`config.mk`:
```
export PLATFORM = sky130hd
export DESIGN_NAME = data_memory_be
export DESIGN_NICKNAME = d
export VERILOG_FILES = /design/src/rtl/data_memory_be.sv
export SDC_FILE = /design/constraint.sdc
export NUM_CORES = 2
export LEC_CHECK = 0
export ABC_AREA = 0
export BUFFER_PORTS_ARGS = -buffer_cell sky130_fd_sc_hd__buf_2
export CORE_ASPECT_RATIO = 0.7
export CORE_UTILIZATION = 60
export CTS_CLUSTER_DIAMETER = 40
export CTS_CLUSTER_SIZE = 30
export DETAILED_ROUTE_END_ITERATION = 16
export PLACE_DENSITY = 0.84
export SYNTH_ARGS = -nofsm -noshare
export SYNTH_HDL_FRONTEND = slang
export SYNTH_SLANG_ARGS = --single-unit
export TNS_END_PERCENT = 20
```
`constraint.sdc`:
```
create_clock -name mem_clk -period 14.1 [get_ports mem_clk]
set_input_delay 0.705 -clock mem_clk [delete_from_list [all_inputs] [get_ports mem_clk]]
set_output_delay 0.705 -clock mem_clk [all_outputs]
set_load 0.005 [all_outputs]
```
`src/rtl/data_memory_be.sv`:
```
// Single-port byte-enable data memory with a registered read port, valid/ready request
// handshake and a post-reset sweep that zeroes every word before the first access.
module data_memory_be #(
   parameter int DATA_W   = 16,
   parameter int ADDR_W   = 8,
   parameter bit CLEAR_EN = 1'b1
) (
   input  logic                  mem_clk,
   input  logic                  mem_rst_n,
   input  logic                  req_valid,
   output logic                  req_ready,
   input  logic                  d_we,
   input  logic [DATA_W/8-1:0]   byte_en,
   input  logic [ADDR_W-1:0]     addr,
   input  logic [DATA_W-1:0]     wdata,
   output logic [DATA_W-1:0]     rdata,
   output logic                  rvalid,
   output logic                  init_done
);

   localparam int NUM_BYTES = DATA_W / 8;
   localparam int DEPTH     = 1 << ADDR_W;

   typedef enum logic {
      ST_CLEAR,
      ST_RUN
   } state_t;

   state_t              state;
   state_t              state_next;
   logic [ADDR_W-1:0]   clr_addr;
   logic [DATA_W-1:0]   mem [DEPTH];
   logic                clr_last;
   logic                acc;
   logic                wr_en;
   logic                rd_en;

   // Ready depends on state alone so the pipeline stall path never loops through req_valid.
   always_comb begin
      state_next = state;
      req_ready  = 1'b0;
      clr_last   = 1'b0;
      case (state)
         ST_CLEAR: begin
            clr_last = (clr_addr == '1);
            if (clr_last) begin
               state_next = ST_RUN;
            end
         end
         ST_RUN: begin
            req_ready = 1'b1;
         end
      endcase
      acc   = req_valid & req_ready;
      wr_en = acc & d_we;
      rd_en = acc & ~d_we;
   end

   always_ff @(posedge mem_clk) begin
      if (!mem_rst_n) begin
         state     <= CLEAR_EN ? ST_CLEAR : ST_RUN;
         clr_addr  <= '0;
         init_done <= ~CLEAR_EN;
      end else begin
         state <= state_next;
         if (state == ST_CLEAR) begin
            clr_addr <= clr_addr + 1'b1;
         end
         if (clr_last) begin
            init_done <= 1'b1;
         end
      end
   end

   // The array itself is never reset; reset only blocks writes landing on the reset edge.
   always_ff @(posedge mem_clk) begin
      if (mem_rst_n) begin
         if (state == ST_CLEAR) begin
            mem[clr_addr] <= '0;
         end else if (wr_en) begin
            for (int i = 0; i < NUM_BYTES; i++) begin
               if (byte_en[i]) begin
                  mem[addr][8*i +: 8] <= wdata[8*i +: 8];
               end
            end
         end
      end
   end

   always_ff @(posedge mem_clk) begin
      if (!mem_rst_n) begin
         rdata  <= '0;
         rvalid <= 1'b0;
      end else begin
         rvalid <= rd_en;
         if (rd_en) begin
            rdata <= mem[addr];
         end
      end
   end

endmodule

```
==> summary.txt <==
Setup path
  – Req. time, crit path: 14,790 ps
  – Slowest CP cell: a211oi_1
  – Worst-path maximum fanout: 110
  – CP peak stage delay: 1310 ps
  – Crit path DAT: 6730 ps
  – Critical Path, Cell by Cell: buf_12, buf_12, buf_4, buf_4, mux2i_1, o221ai_1, o22ai_1, nor3_1, a211oi_1, o211ai_1
  – Critical path class: input pin to register
  – CP bufs+invs: 4
  – Cell family with most CP delay: buffers and inverters
  – CP endpoint kind: register
  – Worst Setup Start Kind: input pin

Power and ir drop
  – Leakage: 56.49 nW
  – PwrDens: 132.6 mW/mm2
  – VDD IR-drop max: 0.1806 mV

Clock network
  – H-Tree Level Count: 5
  – Worst-path clk slew: 90 ps
  – CTS Buf Count: 275
  – Longest Clk Path Bufs: 4
  – CTS tree: yes
  – Post-CTS sizing: 0
  – Setup Fix Bufs, Post-CTS: 0
  – Clock Sink Count: 4,123
  – Hold_buf cts: 0
  – Root Driver: clkbuf_16
  – Worst-Skew Late Latency: 880 ps

Floorplanning
  – Ports: 49
  – Width of the die: 619.8 um
  – Die Area: 0.2692 mm2
  – Core footprint: 0.2653 mm2
  – Initial Utilization: 0.6041
  – Row count: 158
  – Die Ht: 434.4 um

Placed design
  – Placer Congestion: 0.9092
  – Post-DP HPWL: 251,200 um
  – # port buffers: 48
  – Cell Area, Placed: 0.1633 mm2

Flow run
  – MaxCap Viol Count: 1

Logic synthesis
  – Register area share after synthesis: 0.7708
  – EDFF count, synth: 4,096
  – Yosys warnings: 0
  – Main synth FF type: edfxtp_1
  – #FFs+latches synth: 4,123
  – Cells after Synth: 7,848
  – Syn Area/Cell: 20.42 um2
  – Cell Area, Synth: 0.1603 mm2
  – Net Count, Synth: 7,879
  – FFs w/ async S/R, synth: 0
  – Post-synth cell types: 67

Outcome
  – Status: complete, but fails checks
  – Failing checks: max-capacitance violations, max-slew violations

Global route
  – First-pass GRT wire length: 617,200 um
  – GRT Util Overall: 0.3244
  – Met2 global-route usage: 0.4632
  – Grt ovf: 0
  – Grt met1 use: 0.4507
  – Met3 GRT Util: 0.1191
  – Initial antenna violation count: 38
  – Largest net degree at the start of global routing: 159
  – Vias in the first global route: 82,476
  – GR peak layer: met2

STA
  – Final Max Tran Viols: 3
  – Setup total negative slack: 0 ps
  – Final setup fails: 0
  – Worst clock skew: 47.12 ps
  – Tcrit/Tclk final: 0.4280
  – Final hold violation count: 0
  – Period minus WS final: 6035 ps
  – RSZ-0062 raised after global routing: false
  – Worst Max-Slew Pin Slew: 1621 ps
  – Relative slew margins: -0.08715
  – Max Freq: 165.7 MHz

Layout
  – Proportion of layout cells with a drive suffix above 1: 0.1913
  – Final net count: 7,828
  – P&R area growth vs syn: 7.844%
  – Fill cells: 15,680
  – Design area: 0.1729 mm2

Drt
  – Via count: 86,368
  – Drt initial violations: 17,219
  – Routed Antenna Nets: 0
  – Total Wirelength: 439,200 um
  – WL per Instance: 38.02 um
  – DRT Pass-1 Iters: 9
  – Vias per cell: 7.475
  – Residual DRC: 0

Worst hold path
  – Min-delay worst type: input pin to register
[final cells by class]
class	count	area (um2)	share of cell area
inverters	1	5.005	0.00002895
flip-flops and latches	4123	123500	0.7147
well taps	3520	4404	0.02548
clock inverters	180	2186	0.01265
repair buffers	180	1461	0.008455
clock buffers	304	7246	0.04192
diodes	30	75.07	0.0004343
multi-input cells	3216	33930	0.1963
[final timing paths]
| path | start | to | slack [ps] | cells after the start |
|---|---|---|---|---|
| worst max register to register | state$_SDFF_PN0_ | mem[18][5]$_DFFE_PP_ | 9330 | 7 |
| worst min register to register | rdata[5]$_SDFFE_PN0P_ | rdata[5]$_SDFFE_PN0P_ | 510 | 2 |
| worst max-delay path | addr[0] | rdata[9]$_SDFFE_PN0P_ | 8060 | 10 |
| worst min-delay path | mem_rst_n | state$_SDFF_PN0_ | 190 | 2 |
[worst register-to-register path: cells and delay by family (launching register included)]
family | cells | cell delay [ps]
buffers and inverters | 1 | 280
AO/OA/AOI/OAI | 1 | 150
AND/OR/NAND/NOR | 5 | 3350
flip-flops | 1 | 580
[per-layer routing]
layer,routed length (um),up-vias
li1,-,32435
met1,145800,43167
met2,192000,9132
met3,77230,1582
met4,23810,52
met5,405,-
[Yosys cell counts (5+ instances only)]
| library cell | instances | area share |
|---|---|---|
| or3b_2 | 5 | 0.00027 |
| nor2_1 | 566 | 0.013 |
| a31o_1 | 7 | 0.00038 |
| o21ai_0 | 26 | 0.00081 |
| a221oi_1 | 16 | 0.00087 |
| nor2b_1 | 8 | 0.00031 |
| nor4_1 | 15 | 0.00059 |
| mux2_2 | 96 | 0.0067 |
| dfxtp_1 | 27 | 0.0034 |
| nand2_1 | 112 | 0.0026 |
| buf_2 | 151 | 0.0047 |
| o211ai_1 | 17 | 0.00080 |
| a31o_2 | 8 | 0.00044 |
| a22oi_1 | 159 | 0.0074 |
| and2_1 | 25 | 0.00098 |
| nand2b_1 | 5 | 0.00020 |
| a22o_1 | 47 | 0.0026 |
| nand3b_1 | 13 | 0.00061 |
| o221ai_1 | 112 | 0.0061 |
| buf_12 | 7 | 0.00087 |
| buf_1 | 25 | 0.00059 |
| mux4_2 | 721 | 0.10 |
| buf_6 | 49 | 0.0034 |
| edfxtp_1 | 4096 | 0.77 |
| o221ai_2 | 15 | 0.0014 |
| a21oi_1 | 79 | 0.0025 |
| nand4_1 | 18 | 0.00070 |
| nor4b_1 | 17 | 0.00093 |
| nor3_1 | 52 | 0.0016 |
| clkbuf_1 | 166 | 0.0039 |
| buf_4 | 106 | 0.0050 |
| or4_1 | 16 | 0.00075 |
| a21o_1 | 16 | 0.00075 |
| mux2i_1 | 575 | 0.036 |
| nand3_1 | 49 | 0.0015 |
| and3_1 | 48 | 0.0019 |
| a211oi_1 | 96 | 0.0045 |
| or3_1 | 9 | 0.00035 |
| o22ai_1 | 221 | 0.0086 |
[stage by stage]
| stage | hold slack, ps | worst slack (ps) | util | instances | total power, mW |
|---|---|---|---|---|---|
| floorplan | 464.4 | 8185 | - | 7848 | 14.13 |
| global placement | 469.2 | 7649 | 0.6157 | 11040 | 14.37 |
| detailed placement | 465.0 | 7470 | 0.6157 | 11040 | 14.39 |
| CTS | 154.6 | 8365 | 0.6512 | 11524 | 22.83 |
| global route | 190.5 | 7956 | 0.6513 | 11529 | 23.28 |
| finish | 185.8 | 8065 | 0.6515 | 11554 | 22.92 |
[sequential cells by signal (all words and copies together) (netlist names)]
name	flops
mem	4096
rdata	16
clr_addr	8
init_done	1
rvalid	1
state	1
[cell families (layout without fill, tap and decap cells)]
family	Yosys count	after routing	share of synthesized area
buffers and inverters	509	665	0.01887
adders and majority gates	1	1	0.00007805
muxes	1392	1392	0.1440
other	0	30	0
xor gates and xnor gates	4	4	0.0002186
AOI/OAI and AO/OA	833	833	0.03792
and+or+nand+nor	986	986	0.02817
DFF	4123	4123	0.7708
[report_power, final]
| part | switching [mW] | total [mW] | internal [mW] |
|---|---|---|---|
| Clock | 4.45 | 8.76 | 4.31 |
| Sequential | 0.00453 | 13.3 | 13.3 |
| Combinational | 0.575 | 0.904 | 0.329 |
| Total | 5.03 | 22.9 | 17.9 |
[placed cells by master, fill, tap and decap left out, types with 16 or more instances in the layout]
| cell type | count |
|---|---|
| o22ai_1 | 221 |
| nor3_1 | 50 |
| o221ai_1 | 112 |
| inv_6 | 40 |
| a21o_1 | 16 |
| bufinv_16 | 22 |
| clkbuf_1 | 17 |
| and3_1 | 48 |
| clkinvlp_4 | 19 |
| mux2_2 | 96 |
| a22oi_1 | 159 |
| a22o_1 | 47 |
| nand4_1 | 18 |
| inv_8 | 18 |
| diode_2 | 30 |
| clkinv_8 | 21 |
| a211oi_1 | 96 |
| clkinv_2 | 20 |
| buf_12 | 16 |
| nand3_1 | 49 |
| nand2_4 | 16 |
| nor4b_1 | 17 |
| edfxtp_1 | 4096 |
| or4_1 | 16 |
| o211ai_1 | 17 |
| dfxtp_1 | 27 |
| nand2_1 | 100 |
| a221oi_1 | 16 |
| mux2i_1 | 575 |
| buf_2 | 43 |
| clkinv_1 | 18 |
| clkbuf_16 | 287 |
| mux4_2 | 721 |
| buf_4 | 118 |
| o21ai_0 | 25 |
| a21oi_1 | 79 |
| and2_4 | 16 |
| nor2_1 | 564 |
(Power assumes the default switching activity.)
